==> src/rtl/vga_pixel_unpack_if.sv <==
// Pixel request / data FIFO bundle for the VGA pixel unpacker.
// master: timing generator and FIFO side; slave: the unpacker.
interface vga_pixel_unpack_if;
    logic         frame_start;
    logic         pix_req;
    logic         data_fifo_empty;
    logic [127:0] data_fifo_rd_data;
    logic         vga_rd_valid;
    logic         pix_valid;
    logic [7:0]   pix_red;
    logic [7:0]   pix_green;
    logic [7:0]   pix_blue;
    logic         frame_active;
    logic         underflow;
    logic [15:0]  underflow_cnt;
    logic         frame_err;

    modport master (
        output frame_start,
        output pix_req,
        output data_fifo_empty,
        output data_fifo_rd_data,
        input  vga_rd_valid,
        input  pix_valid,
        input  pix_red,
        input  pix_green,
        input  pix_blue,
        input  frame_active,
        input  underflow,
        input  underflow_cnt,
        input  frame_err
    );

    modport slave (
        input  frame_start,
        input  pix_req,
        input  data_fifo_empty,
        input  data_fifo_rd_data,
        output vga_rd_valid,
        output pix_valid,
        output pix_red,
        output pix_green,
        output pix_blue,
        output frame_active,
        output underflow,
        output underflow_cnt,
        output frame_err
    );
endinterface

==> src/rtl/vga_pixel_unpack.sv <==
// Splits 128-bit frame-buffer words into four RGB pixels, one per pixel
// request, tracking frame position, FIFO underflow and frame-sync errors.
module vga_pixel_unpack #(
    parameter int IMAGE_WIDTH  = 1280,
    parameter int IMAGE_HEIGHT = 1024
) (
    input  logic              vga_clk,
    input  logic              vga_reset,
    vga_pixel_unpack_if.slave bus
);
    localparam int NPIX            = IMAGE_WIDTH * IMAGE_HEIGHT;
    localparam int WORDS_PER_FRAME = NPIX / 4;
    localparam int CW              = $clog2(NPIX + 1);
    localparam int DW              = $clog2(WORDS_PER_FRAME + 1);
    localparam logic [CW-1:0] LAST_PIX = CW'(NPIX - 1);

    typedef enum logic [1:0] {
        IDLE   = 2'd0,
        ACTIVE = 2'd1,
        FLUSH  = 2'd2
    } state_e;

    state_e        state_q;
    logic [CW-1:0] pix_cnt_q;
    logic [DW-1:0] debt_q;
    logic [DW-1:0] debt_d;
    logic [127:0]  hold_q;
    logic          miss_q;
    logic          pix_valid_q;
    logic [7:0]    pix_red_q;
    logic [7:0]    pix_green_q;
    logic [7:0]    pix_blue_q;
    logic          underflow_q;
    logic [15:0]   ucnt_q;
    logic          frame_err_q;

    logic [1:0]    lane;
    logic          lane0;
    logic          accept;
    logic          pop_act;
    logic          pop_flush;
    logic          miss_now;
    logic [127:0]  word_sel;
    logic [23:0]   pix_sel;

    assign lane   = pix_cnt_q[1:0];
    assign lane0  = (lane == 2'd0);
    assign accept = (state_q == ACTIVE) && bus.pix_req
                 && !bus.frame_start;

    assign pop_act   = accept && lane0 && !bus.data_fifo_empty;
    assign pop_flush = (state_q == FLUSH) && !bus.frame_start
                    && !bus.data_fifo_empty && (debt_q != '0);
    assign bus.vga_rd_valid = pop_act || pop_flush;

    // Lane 0 bypasses the hold register so the popped word is used at once
    assign miss_now = lane0 ? bus.data_fifo_empty : miss_q;
    assign word_sel = lane0 ? bus.data_fifo_rd_data : hold_q;
    assign pix_sel  = miss_now ? '0 : word_sel[{lane, 5'd0} +: 24];

    assign debt_d = debt_q
                  + DW'(accept && lane0 && bus.data_fifo_empty);

    always_ff @(posedge vga_clk or posedge vga_reset) begin
        if (vga_reset) begin
            state_q     <= IDLE;
            pix_cnt_q   <= '0;
            debt_q      <= '0;
            hold_q      <= '0;
            miss_q      <= 1'b0;
            pix_valid_q <= 1'b0;
            pix_red_q   <= '0;
            pix_green_q <= '0;
            pix_blue_q  <= '0;
            underflow_q <= 1'b0;
            ucnt_q      <= '0;
            frame_err_q <= 1'b0;
        end else begin
            pix_valid_q <= accept;
            if (bus.frame_start) begin
                // A restart drops any outstanding debt
                if (state_q != IDLE) frame_err_q <= 1'b1;
                state_q     <= ACTIVE;
                pix_cnt_q   <= '0;
                debt_q      <= '0;
                miss_q      <= 1'b0;
                underflow_q <= 1'b0;
                ucnt_q      <= '0;
            end else begin
                unique case (state_q)
                    IDLE: begin
                        state_q <= IDLE;
                    end
                    ACTIVE: begin
                        if (bus.pix_req) begin
                            pix_red_q   <= pix_sel[23:16];
                            pix_green_q <= pix_sel[15:8];
                            pix_blue_q  <= pix_sel[7:0];
                            pix_cnt_q   <= pix_cnt_q + CW'(1);
                            debt_q      <= debt_d;
                            if (lane0) begin
                                miss_q <= bus.data_fifo_empty;
                                if (!bus.data_fifo_empty) begin
                                    hold_q <= bus.data_fifo_rd_data;
                                end else begin
                                    underflow_q <= 1'b1;
                                    if (ucnt_q != 16'hFFFF)
                                        ucnt_q <= ucnt_q + 16'd1;
                                end
                            end
                            if (pix_cnt_q == LAST_PIX)
                                state_q <= (debt_d != '0) ? FLUSH : IDLE;
                        end
                    end
                    FLUSH: begin
                        if (pop_flush) begin
                            debt_q <= debt_q - DW'(1);
                            if (debt_q == DW'(1)) state_q <= IDLE;
                        end
                    end
                    default: begin
                        state_q <= IDLE;
                    end
                endcase
            end
        end
    end

    assign bus.pix_valid     = pix_valid_q;
    assign bus.pix_red       = pix_red_q;
    assign bus.pix_green     = pix_green_q;
    assign bus.pix_blue      = pix_blue_q;
    assign bus.frame_active  = (state_q == ACTIVE);
    assign bus.underflow     = underflow_q;
    assign bus.underflow_cnt = ucnt_q;
    assign bus.frame_err     = frame_err_q;
endmodule

==> src/flat_wrapper.sv <==
// flat-port wrapper written by rule: the top's interface ports become plain ports
module vga_pixel_unpack_flat 
#(
    parameter int IMAGE_WIDTH  = 1280,
    parameter int IMAGE_HEIGHT = 1024
)
  (vga_clk, vga_reset, bus_frame_start, bus_pix_req, bus_data_fifo_empty, bus_data_fifo_rd_data, bus_vga_rd_valid, bus_pix_valid, bus_pix_red, bus_pix_green, bus_pix_blue, bus_frame_active, bus_underflow, bus_underflow_cnt, bus_frame_err);
  vga_pixel_unpack_if bus_i ();
  input  logic vga_clk;
  input  logic vga_reset;
  input wire logic [$bits(bus_i.frame_start)-1:0] bus_frame_start;
  input wire logic [$bits(bus_i.pix_req)-1:0] bus_pix_req;
  input wire logic [$bits(bus_i.data_fifo_empty)-1:0] bus_data_fifo_empty;
  input wire logic [$bits(bus_i.data_fifo_rd_data)-1:0] bus_data_fifo_rd_data;
  output wire logic [$bits(bus_i.vga_rd_valid)-1:0] bus_vga_rd_valid;
  output wire logic [$bits(bus_i.pix_valid)-1:0] bus_pix_valid;
  output wire logic [$bits(bus_i.pix_red)-1:0] bus_pix_red;
  output wire logic [$bits(bus_i.pix_green)-1:0] bus_pix_green;
  output wire logic [$bits(bus_i.pix_blue)-1:0] bus_pix_blue;
  output wire logic [$bits(bus_i.frame_active)-1:0] bus_frame_active;
  output wire logic [$bits(bus_i.underflow)-1:0] bus_underflow;
  output wire logic [$bits(bus_i.underflow_cnt)-1:0] bus_underflow_cnt;
  output wire logic [$bits(bus_i.frame_err)-1:0] bus_frame_err;
  assign bus_i.frame_start = bus_frame_start;
  assign bus_i.pix_req = bus_pix_req;
  assign bus_i.data_fifo_empty = bus_data_fifo_empty;
  assign bus_i.data_fifo_rd_data = bus_data_fifo_rd_data;
  assign bus_vga_rd_valid = bus_i.vga_rd_valid;
  assign bus_pix_valid = bus_i.pix_valid;
  assign bus_pix_red = bus_i.pix_red;
  assign bus_pix_green = bus_i.pix_green;
  assign bus_pix_blue = bus_i.pix_blue;
  assign bus_frame_active = bus_i.frame_active;
  assign bus_underflow = bus_i.underflow;
  assign bus_underflow_cnt = bus_i.underflow_cnt;
  assign bus_frame_err = bus_i.frame_err;
  vga_pixel_unpack #(.IMAGE_WIDTH(IMAGE_WIDTH), .IMAGE_HEIGHT(IMAGE_HEIGHT)) u_core (.vga_clk(vga_clk), .vga_reset(vga_reset), .bus(bus_i));
endmodule
==> config.mk <==
export PLATFORM = sky130hd
export DESIGN_NAME = vga_pixel_unpack_flat
export DESIGN_NICKNAME = d
export VERILOG_FILES = /design/src/rtl/vga_pixel_unpack_if.sv /design/src/rtl/vga_pixel_unpack.sv /design/src/flat_wrapper.sv
export SDC_FILE = /design/constraint.sdc
export NUM_CORES = 1
export LEC_CHECK = 0
export BUFFER_PORTS_ARGS = -buffer_cell sky130_fd_sc_hd__buf_2
export CAP_MARGIN = 5
export CORE_ASPECT_RATIO = 0.7
export CORE_MARGIN = 4
export CORE_UTILIZATION = 56
export CTS_CLUSTER_SIZE = 25
export DETAILED_ROUTE_END_ITERATION = 12
export PLACE_DENSITY = 0.76
export SLEW_MARGIN = 25
export SYNTH_ARGS = -nofsm -noshare
export SYNTH_HDL_FRONTEND = slang
export SYNTH_SLANG_ARGS = --single-unit
==> constraint.sdc <==
create_clock -name vga_clk -period 10.3 [get_ports vga_clk]
set_input_delay 0 -clock vga_clk [delete_from_list [all_inputs] [get_ports vga_clk]]
set_output_delay 0 -clock vga_clk [all_outputs]
set_load 0.05 [all_outputs]
* After elaboration in Yosys (flattened, before gate mapping) *
Cells that the tools add are included.

storage, ports and cells
  register bits after elaboration = 214
  input port bits = 133
  output and inout port bits = 45
  logic and storage cells = 88

operators by class
  add/subtract/negate cells = 4
  equality and inequality tests = 9
  shift operators = 1
  multiplexer cells = 31
  bitwise operators = 2
  reductions and logical operators = 29

operators with widths
  cell                                                                     count
  128-bit 2-to-1 mux                                                       1
  128-bit by 8-bit variable part select with 24-bit output                 1
  16-bit 2-to-1 mux                                                        6
  21-bit 2-to-1 mux                                                        3
  19-bit 2-to-1 mux                                                        3
  19-bit one-hot mux with 2 select lines                                   1
  19-bit nonzero test                                                      2
  24-bit 2-to-1 mux                                                        1
  21-bit by 1-bit adder with 21-bit output (second input constant)         1
  21-bit equality test (second input constant)                             1
  19-bit by 1-bit adder with 19-bit output                                 1
  19-bit by 1-bit equality test with 1-bit output (second input constant)  1
  19-bit by 1-bit subtractor with 19-bit output (second input constant)    1
  16-bit by 1-bit adder with 16-bit output (second input constant)         1
  16-bit != test (second input constant)                                   1
  2-bit 2-to-1 mux                                                         6
  2-bit nonzero test                                                       6
  5-bit AND reduction                                                      2
  1-bit 2-to-1 mux                                                         9
  1-bit logical AND                                                        8
  4-bit AND reduction                                                      2
  3-bit by 2-bit != test with 1-bit output (second input constant)         2
  3-bit != test (second input constant)                                    2
  3-bit AND reduction                                                      2
  other kinds (9)                                                          12

* Logic depth before layout (Yosys ltp) *
Gate-level depths: netlist of run 1.

  depth in word-level cells = 12
  depth in mapped cells = 16
  mapped depth without buffers = 12

* Worst setup path before layout of run 1 *
No wires, ideal clock.

  kind = reg-to-reg
  start point = register u_core.pix_cnt_q[0]
  end point = register u_core.state_q[1]
  library setup time = 131 ps
  data arrival time = 3360 ps
  data required time = 10169 ps
  setup slack = 6808 ps
  cell stages (with the launch flop) = 17
  buffers on the path = 4
  period minus slack after synthesis = 3492 ps
  cell sequence = dfrtp_1 -> buf_2 -> buf_2 -> clkbuf_1 -> inv_1 -> ha_1 -> buf_2 -> nand2_1 -> nor2_1 -> ha_1 -> ha_1 -> and3_1 -> nand3_1 -> mux2_2 -> o32ai_1 -> a31oi_1 -> or3_1

between the ends
  word-level cells in the longest chain between the ends = 10
  elaborated cells on any way between the ends = 13
  classes of those cells = 1 x add/sub; 2 x eq/ne; 5 x mux; 5 x reduce/logical

RTL lines
  element                                   line                     text
  start: declaration                        vga_pixel_unpack.sv:24   logic [CW-1:0] pix_cnt_q;
  start signal: assignment                  vga_pixel_unpack.sv:99   pix_cnt_q <= pix_cnt_q + CW'(1);
  2-bit logical NOT                         vga_pixel_unpack.sv:47   assign lane0 = (lane == 2'd0);
  1-bit logical AND (2 in a row)            vga_pixel_unpack.sv:62   + DW'(accept && lane0 && bus.data_fifo_empty);
  19-bit by 1-bit adder with 19-bit output  vga_pixel_unpack.sv:62
  19-bit nonzero test                       vga_pixel_unpack.sv:112  state_q <= (debt_d != '0) ? FLUSH : IDLE;
  2-bit 2-to-1 mux                          vga_pixel_unpack.sv:112
  2-bit 2-to-1 mux                          vga_pixel_unpack.sv:111  if (pix_cnt_q == LAST_PIX)
  2-bit 2-to-1 mux                          vga_pixel_unpack.sv:95   if (bus.pix_req) begin
  2-bit one-hot mux with 2 select lines     vga_pixel_unpack.sv:90   unique case (state_q)
  2-bit 2-to-1 mux                          vga_pixel_unpack.sv:80   if (bus.frame_start) begin
  end signal: assignment                    vga_pixel_unpack.sv:112
  end: declaration                          vga_pixel_unpack.sv:23   state_e state_q;

Several ways; a longest one is shown, not always the timed one. The select of a mux whose other input is x is not followed.
A chain may end at the register's enable or synchronous reset.

* Worst setup path in the final report of run 1 *
  start point = register u_core.pix_cnt_q[1]
  end point = register u_core.debt_q[18]

between the ends
  word-level cells in the longest chain between the ends = 7

RTL lines
  element                                   line                     text
  2-bit logical NOT                         vga_pixel_unpack.sv:47
  1-bit logical AND (2 in a row)            vga_pixel_unpack.sv:62
  19-bit by 1-bit adder with 19-bit output  vga_pixel_unpack.sv:62
  19-bit 2-to-1 mux                         vga_pixel_unpack.sv:95
  19-bit one-hot mux with 2 select lines    vga_pixel_unpack.sv:90
  19-bit 2-to-1 mux                         vga_pixel_unpack.sv:80
  end signal: assignment                    vga_pixel_unpack.sv:100  debt_q <= debt_d;
  end signal: assignment                    vga_pixel_unpack.sv:117  debt_q <= debt_q - DW'(1);
  end: declaration                          vga_pixel_unpack.sv:25   logic [DW-1:0] debt_q;

No other way between the ends. The select of a mux whose other input is x is not followed.

==> run_results.csv, run 1 <==
group,metric,value,unit
outcome,outcome,"completed",
clock_network,path_clk_slew,0.07,ns
clock_network,cts_root_buf,"clkbuf_16",
setup_path,critical_path_class,"flip-flop to flip-flop",
global_routing,use_met3,6.04,%
drt,wl_per_cell,19.6,um
drt,viasPerCell,5.98,
sta,slew_headroom,38.9,%
clock_network,numCtsBuffers,17,
die,fp.dieH,119,um
place,port_buffers,145,
sta,slew_viol_final,0,
final_layout,area_growth_syn_to_layout,24.0,%
global_routing,grt_max_degree,69,
setup_path,start_kind,"flip-flop",
sta,hold_violations,0,
global_routing,grtUsageTotal,25.7,%
clock_network,clk_path_buf_depth,2,
drt,antenna_left,0,
global_routing,grt-ovfl-total,0,
global_routing,antenna_found_initial,1,
logic_synthesis,avgSynthCellArea,11.9,um2
setup_path,slowest_delay,0.70,ns
sta,worst_pin_slew,0.917,ns
drt,routed_wirelength,25200,um
setup_path,cp_slowest_cell,"nor4_1",
logic_synthesis,ys_top_cells_by_area,"dfrtp_1 (46%), mux4_2 (11%), mux2_2 (9.6%)",
global_routing,grt_pass1_vias,7810,
power,power_density,170,nW/um2
final_layout,final_cell_mix,"dfrtp_1 (181), buf_2 (145), dlygate4sd3_1 (99)",
setup_path,worst_setup_path_end_kind,"flip-flop",
sta,fmaxAchievable,0.208,GHz
sta,setup_tns,0,ns
logic_synthesis,yosys_warnings,0,
die,start_util,57.3,%
drt,route.detailed.drc,0,
drt,dr.pass1.iters,7,
sta,hold_slack,0.179,ns
setup_path,regToRegEndpoint,"u_core.debt_q[18]$_DFFE_PP0P_",
drt,drtIter0Drc,837,
sta,min_period,4.82,ns
place,hpwlAfterDp,15400,um
logic_synthesis,yosysSeqAreaShare,46.2,%
global_routing,met2_usage,40.5,%
setup_path,reg2regPathDepth,13,
min_path,hold_path.class,"input pin to flip-flop",
final_layout,drive_above_1_share,33.4,%
logic_synthesis,synth-seq-cells,182,
sta,skew,0.0129,ns
clock_network,htreeDepth,4,
clock_network,post_cts_resized,0,
min_path,hold_depth,3,
logic_synthesis,netlist_instances,827,
power,p_leak,5.43,nW
setup_path,critPathRequiredTime,10.60,ns
setup_path,worst-path-max-fanout,52,
logic_synthesis,synth_edf_count,0,
die,dieArea,19800,um2
power,finalPower,2.08,mW
min_path,hold_path.startpoint,"bus_frame_start",
logic_synthesis,synth_nets,967,
global_routing,grt_pass1_wl,41000,um
final_layout,post-route-util,71.1,%
sta,final_min_period_over_clock_period,46.8,%
power,peakVddDrop,0.0984,mV
die,coreArea,17200,um2
drt,via_count,7675,
setup_path,reg2reg_from,"u_core.pix_cnt_q[1]$_DFFE_PP0P_",
die,die_w,167,um
global_routing,grt.busiest_layer,"met2",
setup_path,reg2reg_slack,5.48,ns
die,io_pins,178,
min_path,whs_endpoint,"u_core.bus.underflow$_DFFE_PP0P_",
logic_synthesis,synth_top_area_share,46.2,%
setup_path,crit_arrival,5.11,ns
clock_network,cts.sinks,182,
setup_path,crit_start,"u_core.pix_cnt_q[1]$_DFFE_PP0P_",
final_layout,final_common_cell,"dfrtp_1",
logic_synthesis,async_flop_share,100,%
die,fp-row-count,40,
sta,rsz0062_at_grt,"no",
logic_synthesis,synthesis.area,9860,um2
final_layout,final_nets,1179,
clock_network,clock_latency,0.43,ns
logic_synthesis,synth.largest_area_cell,"dfrtp_1",
clock_network,tritoncts,"done",
setup_path,path_cells,"inv_2 > ha_4 > buf_4 > nand2_1 > nor2_1 > ha_1 > ha_1 > nand3_1 > nor4_1 > nand3_1 > a22oi_2 > xnor2_1 > nor2_1",
global_routing,use_met1,35.7,%
place,place.gp.congestion,0.932,
logic_synthesis,ys_types,67,
logic_synthesis,synth_ff_type,"dfrtp_1",
flow_run,maxCapViolCount,0,
sta,setup_viol_count_final,0,
[cell type report]
cell class              instances  area, um2
inverters                      10       42.5
well taps                     231        289
repair buffers                252       1780
diodes                          1       2.50
clock buffers                  18        439
clock inverters                14        163
fillers                      1149       4980
multi-input cells             576       4960
flip-flops and latches        182       4560
[logic make-up (layout without fill, tap and decap cells)]
family | Yosys count | count (layout) | synth area share [%]
mux | 172 | 172 | 24.8
buf+inv | 69 | 294 | 3.67
simple gates | 250 | 250 | 13.8
flops | 182 | 182 | 46.2
other cells | 0 | 1 | 0
fa+ha+maj | 7 | 7 | 0.888
xor+xnor | 44 | 44 | 3.91
compound gates | 103 | 103 | 6.76
[power by group]
group          leakage (nW)  internal (mW)  switching, mW
clock network         0.288          0.371          0.305
logic                  2.84          0.243          0.247
registers              2.30          0.845         0.0689
total                  5.43           1.46          0.621
[Yosys cell counts (3+ instances only)]
| cell type | number |
|---|---|
| inv_1 | 8 |
| ha_1 | 7 |
| buf_2 | 31 |
| nor2_1 | 76 |
| a21oi_1 | 21 |
| a31oi_1 | 4 |
| a22oi_1 | 4 |
| mux2_2 | 84 |
| and2_1 | 3 |
| buf_6 | 5 |
| mux2_1 | 14 |
| dfrtp_1 | 182 |
| xnor2_1 | 22 |
| clkbuf_1 | 14 |
| and3_1 | 10 |
| and3b_1 | 3 |
| nand2b_1 | 5 |
| nand4b_1 | 3 |
| buf_4 | 4 |
| mux2i_1 | 26 |
| or3_1 | 11 |
| nand2_1 | 48 |
| buf_1 | 4 |
| a211o_1 | 3 |
| nand4_1 | 23 |
| and4_1 | 12 |
| mux4_2 | 48 |
| o21ai_0 | 39 |
| nor4_2 | 3 |
| nand3_1 | 20 |
| xor2_1 | 22 |
| nor3_1 | 10 |
| a21oi_2 | 10 |
[how the worst max path moves through the flow]
stage	end	slack (ns)	cells past startpoint
finish	u_core.debt_q[18]$_DFFE_PP0P_	5.48	13
global route	u_core.debt_q[12]$_DFFE_PP0P_	5.16	13
CTS	u_core.debt_q[12]$_DFFE_PP0P_	5.63	13
detailed placement	u_core.debt_q[18]$_DFFE_PP0P_	5.67	13
global placement	u_core.debt_q[12]$_DFFE_PP0P_	5.71	13
floorplan	u_core.bus.frame_err$_DFFE_PP0P_	5.36	1
[critical path: cells and delay by family, from the launching register on]
kind / cells / cell delay (ns)
XOR/XNOR: 1 / 0.14
AO/OA/AOI/OAI: 1 / 0.17
adder cells (fa/ha/maj): 3 / 0.82
flip-flops: 1 / 0.44
AND/OR/NAND/NOR: 6 / 1.73
buffers and inverters: 2 / 1.32
[metal layers]
layer	vias to the layer above	routed length, um
li1	3472	-
met1	3843	10900
met2	323	12000
met3	37	1730
met4	0	464
met5	-	0
[state kept, by name (all words and copies together), names as in the netlist]
name                      count
u_core.bus.pix_blue           8
u_core.debt_q                19
u_core.pix_cnt_q             21
u_core.bus.pix_valid          1
u_core.bus.pix_green          8
u_core.bus.pix_red            8
u_core.bus.underflow          1
u_core.state_q                2
u_core.miss_q                 1
u_core.bus.frame_err          1
u_core.hold_q                96
u_core.bus.underflow_cnt     16
[per-stage QoR]
stage | setup WS [ns] | instance area, um2 | instances
6_report | 5.48 | 12200 | 1284
5_1_grt | 5.16 | 12200 | 1284
4_1_cts | 5.63 | 12200 | 1283
3_5_place_dp | 5.67 | 10600 | 1152
3_3_place_gp | 5.71 | 10600 | 1152
2_1_floorplan | 5.36 | 9860 | 827
[what timing repair did]
item,4_1_cts,5_1_grt
setup buffers,0,0
hold buffers,99,0
hold endpoints to repair,164,0
No activity file was read; power rests on OpenSTA's default activity.
==> run 2: changes to the inputs <==
ABC_AREA = 1   (was not set)
clock period = 4.45 ns   (was 10.3 ns; I/O delays follow)
==> run_results.csv, run 2 <==
group,metric,value,unit
global_routing,grtUsageTotal,28.4,%
logic_synthesis,synth_edf_count,0,
logic_synthesis,yosys_warnings,0,
logic_synthesis,synth-seq-cells,182,
logic_synthesis,netlist_instances,1345,
sta,min_period,3.20,ns
clock_network,clk_path_buf_depth,2,
sta,setup_viol_count_final,0,
sta,worst_pin_slew,0.853,ns
logic_synthesis,synth.top_cells.by_count,"nand2_1 (290), o21ai_0 (207), dfrtp_1 (182)",
drt,via_count,10200,
setup_path,start_kind,"flip-flop",
logic_synthesis,yosysMostFrequentCell,"nand2_1",
global_routing,grt.busiest_layer,"met2",
die,io_pins,178,
drt,wl_per_cell,16.7,um
place,port_buffers,145,
final_layout,area_growth_syn_to_layout,22.3,%
final_layout,final_cell_mix,"nand2_1 (290), o21ai_0 (207), dfrtp_1 (182)",
drt,route.detailed.drc,0,
clock_network,htreeDepth,4,
clock_network,cts_root_buf,"clkbuf_16",
global_routing,use_met1,41.0,%
place,hpwlAfterDp,18100,um
clock_network,clock_latency,0.44,ns
global_routing,antenna_found_initial,0,
setup_path,worst_setup_path_end_kind,"flip-flop",
global_routing,grt-ovfl-total,0,
global_routing,grt_pass1_vias,9596,
drt,dr.pass1.iters,6,
global_routing,met2_usage,43.7,%
place,place.gp.congestion,0.945,
power,p_leak,6.40,nW
flow_run,maxCapViolCount,0,
logic_synthesis,synth.largest_area_cell,"dfrtp_1",
sta,rsz0062_at_grt,"no",
logic_synthesis,synth_ff_type,"dfrtp_1",
global_routing,grt_max_degree,153,
setup_path,path_cells,"inv_1 > ha_4 > nand3_1 > nor2_1 > ha_1 > ha_1 > nand3_1 > nor2_1 > nand2_1 > nand2_1 > nand2_1 > nor2_1 > nand2_1 > nor2_1 > nand2_1 > nand2_1 > nand2_1",
logic_synthesis,ys_types,42,
die,start_util,57.7,%
power,peakVddDrop,0.416,mV
drt,viasPerCell,5.67,
setup_path,cp_slowest_cell,"ha_4",
setup_path,critPathRequiredTime,4.77,ns
sta,skew,0.00973,ns
final_layout,antennaDiodeCount,0,
sta,setup_tns,0,ns
die,dieArea,21100,um2
final_layout,top_regs,"u_core.hold_q (96), u_core.pix_cnt_q (21), u_core.debt_q (19)",
final_layout,final_nets,1682,
clock_network,cts.sinks,182,
logic_synthesis,synthesis.area,10500,um2
sta,slew_headroom,43.1,%
setup_path,reg2reg_slack,1.25,ns
min_path,hold_path.class,"input pin to flip-flop",
logic_synthesis,synth_nets,1485,
drt,antenna_left,0,
sta,hold_violations,0,
final_layout,multi_input_area,5100,um2
logic_synthesis,ys_top_cells_by_area,"dfrtp_1 (43%), nand2_1 (10%), o21ai_0 (9.9%)",
logic_synthesis,async_flop_share,100,%
clock_network,path_clk_slew,0.07,ns
die,die_w,172,um
global_routing,grt_pass1_wl,48100,um
power,power_density,571,nW/um2
power,finalPower,7.34,mW
drt,routed_wirelength,29800,um
setup_path,crit_arrival,3.51,ns
final_layout,final_common_cell,"nand2_1",
logic_synthesis,yosysSeqAreaShare,43.3,%
clock_network,post-cts-setup-buffers,0,
final_layout,top_register,"u_core.hold_q",
logic_synthesis,synth_top_area_share,43.3,%
clock_network,numCtsBuffers,17,
setup_path,worst-path-max-fanout,70,
die,fp.dieH,123,um
setup_path,cp_common_cell,"nand2_1",
sta,slew_viol_final,0,
sta,fmaxAchievable,0.313,GHz
final_layout,largest_register_ffs,96,
final_layout,seq_area,4550,um2
sta,final_min_period_over_clock_period,71.8,%
outcome,outcome,"completed",
place,post-place-cells,1661,
clock_network,tritoncts,"done",
final_layout,drive_above_1_share,16.8,%
drt,drtIter0Drc,1280,
die,coreArea,18200,um2
die,fp-row-count,41,
logic_synthesis,avgSynthCellArea,7.82,um2
setup_path,critical_path_class,"flip-flop to flip-flop",
final_layout,fill_cells,1405,
sta,hold_slack,0.0916,ns
global_routing,use_met3,5.38,%
setup_path,slowest_delay,0.57,ns
final_layout,instances_no_fill,1790,
run 2: changes by cell type in the layout (fill, tap and decap cells not counted), sizes merged, moves of 26 or more:
| cell | previous run | this run |
|---|---|---|
| o21ai | 41 | 248 |
| nand2 | 50 | 294 |
| mux2 | 98 | 47 |
| nor2 | 76 | 141 |
| inv | 17 | 131 |
| mux2i | 26 | 0 |
| nand3 | 20 | 52 |
| a21oi | 31 | 66 |
| mux4 | 48 | 0 |
run 2: layout make-up:
| type | count | area share, % |
|---|---|---|
| Multi-Input combinational cell | 957 | 39.6 |
| Sequential cell | 182 | 35.4 |
| Timing Repair Buffer | 255 | 14.2 |
| Inverter | 129 | 3.80 |
| Clock buffer | 20 | 3.63 |
| Tap cell | 236 | 2.30 |
| Clock inverter | 11 | 1.07 |
run 2: power by group:
group | leakage [nW] | internal [mW] | total [mW] | switching, mW
registers | 2.34 | 2.25 | 2.65 | 0.401
logic | 3.76 | 1.15 | 3.11 | 1.96
clock network | 0.293 | 0.884 | 1.58 | 0.693
total | 6.40 | 4.28 | 7.34 | 3.06
run 2: kinds of logic after synthesis:
kind of cell    after synthesis  share of synthesized area (%)
simple gates                524                           20.7
xor+xnor                     16                           1.33
compound gates              363                           18.6
buf+inv                     206                           8.46
flops                       182                           43.3
mux                          47                           6.71
fa+ha+maj                     7                          0.833
run 2: path summary, 6_finish.rpt:
path,startpoint,end,cells after the start
max,u_core.pix_cnt_q[0]$_DFFE_PP0P_,u_core.state_q[1]$_DFFE_PP0P_,17
min in group asynchronous,vga_reset,u_core.hold_q[99]$_DFFE_PP0P_,3
min reg2reg,u_core.bus.pix_blue[4]$_DFFE_PP0P_,u_core.bus.pix_blue[4]$_DFFE_PP0P_,2
max in group asynchronous,vga_reset,u_core.bus.underflow_cnt[0]$_DFFE_PP0P_,4
max reg2reg,u_core.pix_cnt_q[0]$_DFFE_PP0P_,u_core.state_q[1]$_DFFE_PP0P_,17
min,bus_pix_req,u_core.pix_cnt_q[0]$_DFFE_PP0P_,4
run 2: worst max-delay path, delay by kind of cell, from the launching register on:
kind,cells,cell delay (ns)
buffers and inverters,1,0.12
adder cells (fa/ha/maj),3,1.01
flip-flops,1,0.38
AND/OR/NAND/NOR,13,1.57
run 2: what timing repair did:
item | 4_1_cts | 5_1_grt
hold buffers | 98 | 0
resized for setup | 0 | 0
endpoints found under the hold margin | 128 | 0
run 2: metrics by stage:
stage	utilization, %	setup WS (ns)	instance area (um2)
6_report	70.6	1.25	12900
5_1_grt	70.6	0.981	12900
4_1_cts	70.6	1.27	12900
3_5_place_dp	61.9	1.35	11300
3_3_place_gp	61.9	1.41	11300
2_1_floorplan	-	1.54	10500
run 2: per-layer routing:
metal / up-vias / routed length (um)
met5: - / 0
met4: 0 / 614
met3: 66 / 2380
met2: 459 / 13300
met1: 4767 / 13600
li1: 4861 / -
==> run 3: changes to the inputs <==
ABC_AREA = 0   (was 1)
clock period = 3.2 ns   (was 4.45 ns; I/O delays follow)
==> run_results.csv, run 3 (synthesis gave the netlist of run 1 again) <==
group,metric,value,unit
setup_path,crit_buf_inv,0,
power,power.net_switching,2.04,mW
die,fp-row-count,40,
clock_network,cts.sinks,182,
setup_path,crit_arrival,3.25,ns
setup_path,critical_path_class,"flip-flop to flip-flop",
drt,routed_wirelength,26100,um
place,port_buffers,145,
power,peakVddDrop,0.400,mV
clock_network,clk_path_buf_depth,2,
sta,skew,0.0115,ns
final_layout,area_growth_syn_to_layout,24.9,%
sta,hold_violations,0,
setup_path,cp_common_cell,"ha_1",
sta,setup_viol_count_final,0,
sta,slew_viol_final,0,
power,p_seq_share,44.3,%
global_routing,grt_pass1_wl,42100,um
die,io_pins,178,
place,hpwlAfterDp,15700,um
power,p_int,4.64,mW
final_layout,fill_cells,1125,
final_layout,final_cell_mix,"dfrtp_1 (181), buf_2 (145), dlygate4sd3_1 (98)",
global_routing,antenna_found_initial,1,
clock_network,cts_root_buf,"clkbuf_16",
setup_path,path_cells,"and3b_1 > nand2b_1 > nor2_2 > ha_1 > ha_1 > and3_1 > nand3_1 > mux2_2 > o32ai_1 > a31oi_1 > or3_1",
sta,final_min_period_over_clock_period,91.9,%
power,p_sw_share,30.6,%
global_routing,grt_max_degree,91,
drt,viasPerCell,5.99,
final_layout,top_regs,"u_core.hold_q (96), u_core.pix_cnt_q (21), u_core.debt_q (19)",
drt,wl_per_cell,20.2,um
sta,fmaxAchievable,0.340,GHz
clock_network,htreeDepth,4,
min_path,hold_path.class,"input pin to flip-flop",
final_layout,drive_above_1_share,34.0,%
clock_network,clock_latency,0.43,ns
final_layout,post-route-util,71.6,%
sta,worst_pin_slew,0.885,ns
setup_path,critPathRequiredTime,3.51,ns
die,coreArea,17200,um2
die,start_util,57.3,%
global_routing,grt_pass1_vias,8011,
final_layout,final_common_cell,"dfrtp_1",
drt,antenna_left,0,
sta,rsz0062_at_grt,"no",
setup_path,cpLargestDelayFamily,"simple AND/OR/NAND/NOR gates",
power,power_density,542,nW/um2
final_layout,multi_input_area,4960,um2
die,die_w,167,um
global_routing,grtUsageTotal,26.7,%
drt,drtIter0Drc,747,
clock_network,path_clk_slew,0.08,ns
drt,via_count,7733,
clock_network,tritoncts,"done",
die,fp.dieH,119,um
setup_path,reg2reg_slack,0.26,ns
outcome,outcome,"completed",
drt,route.detailed.drc,0,
clock_network,numCtsBuffers,17,
power,clkPwrFrac,31.7,%
global_routing,grt-ovfl-total,0,
final_layout,final_nets,1187,
final_layout,largest_register_ffs,96,
final_layout,top_register,"u_core.hold_q",
setup_path,worst_setup_path_end_kind,"flip-flop",
die,dieArea,19800,um2
drt,dr.pass1.iters,5,
flow_run,maxCapViolCount,0,
place,place.gp.congestion,0.933,
power,p_comb_share,24.0,%
sta,hold_slack,0.0464,ns
sta,slew_headroom,40.9,%
sta,min_period,2.94,ns
final_layout,seq_area,4560,um2
setup_path,cp_slowest_cell,"dfrtp_1",
sta,setup_tns,0,ns
power,p_leak,5.47,nW
setup_path,start_kind,"flip-flop",
setup_path,worst-path-max-fanout,9,
setup_path,slowest_delay,0.45,ns
==> run 3: cell types whose count changed in the layout (fill, tap and decap cells not counted), moves of 14 or more <==
cell / change
nor2_1: -57
mux2_2: +84
o21ai_1: -39
mux2i_1: +26
mux2_1: +14
o221ai_1: -23
mux2_4: -47
xnor2_1: +21
inv_1: -116
mux4_2: +48
nand3_1: -30
a21oi_1: -44
nand2_1: -242
o21ai_0: -168
==> run 3: metrics by stage <==
step / cells / total power, mW / worst slack, ns / instance area [um2]
after floorplan: 827 / 4.06 / 0.0560 / 9880
after global placement: 1161 / 4.37 / 0.353 / 10700
after detailed placement: 1161 / 4.44 / 0.313 / 10700
after CTS: 1291 / 6.65 / 0.243 / 12300
after global routing: 1292 / 6.97 / 0.00356 / 12300
final: 1292 / 6.68 / 0.259 / 12300
==> run 3: worst min-delay path: cells and delay by family <==
family	cells	cell delay, ns
and+or+nand+nor	1	0.08
AOI/OAI and AO/OA	2	0.17
buffers and inverters	1	0.18
==> run 3: final cells by class <==
class | instances | share of cell area, %
clock inverter | 14 | 1.30
clock buffer | 18 | 3.56
antenna | 1 | 0.0203
multi-input combinational | 576 | 40.3
timing repair buffer | 260 | 15.2
sequential | 182 | 37.0
inverter | 10 | 0.335
tap | 231 | 2.35
==> run 3: repair_timing <==
| item | in CTS | in global routing |
|---|---|---|
| hold buffers | 98 | 0 |
| setup buffers | 0 | 0 |
| endpoints found under the setup margin | 0 | 3 |
| hold endpoints to repair | 131 | 0 |
| resized for setup | 0 | 1 |
==> run 3: final timing paths <==
| kind | start | to | cells past startpoint |
|---|---|---|---|
| max | u_core.state_q[1]$_DFFE_PP0P_ | u_core.state_q[1]$_DFFE_PP0P_ | 11 |
| min | bus_data_fifo_empty | u_core.debt_q[16]$_DFFE_PP0P_ | 4 |
| max reg2reg | u_core.state_q[1]$_DFFE_PP0P_ | u_core.state_q[1]$_DFFE_PP0P_ | 11 |
| min reg2reg | u_core.bus.frame_err$_DFFE_PP0P_ | u_core.bus.frame_err$_DFFE_PP0P_ | 1 |
| max in group asynchronous | vga_reset | u_core.bus.pix_blue[1]$_DFFE_PP0P_ | 4 |
| min in group asynchronous | vga_reset | u_core.hold_q[1]$_DFFE_PP0P_ | 3 |
==> run 3: power by group through the flow <==
| stage | clock [mW] | sequential, mW | combinational (mW) |
|---|---|---|---|
| detailed placement | 0 | 2.96 | 1.48 |
| global placement | 0 | 2.94 | 1.43 |
| finish | 2.12 | 2.96 | 1.60 |
| floorplan | 0 | 3.16 | 0.895 |
| CTS | 2.14 | 2.92 | 1.58 |
| global route | 2.25 | 3.00 | 1.72 |
==> run 3: routing by layer <==
layer,up-vias,GRT usage (%),wire length [um]
met5,-,0,0
met2,339,41.1,12200
met4,0,11.9,930
met3,65,6.67,1800
met1,3839,36.2,11200
li1,3490,-,-
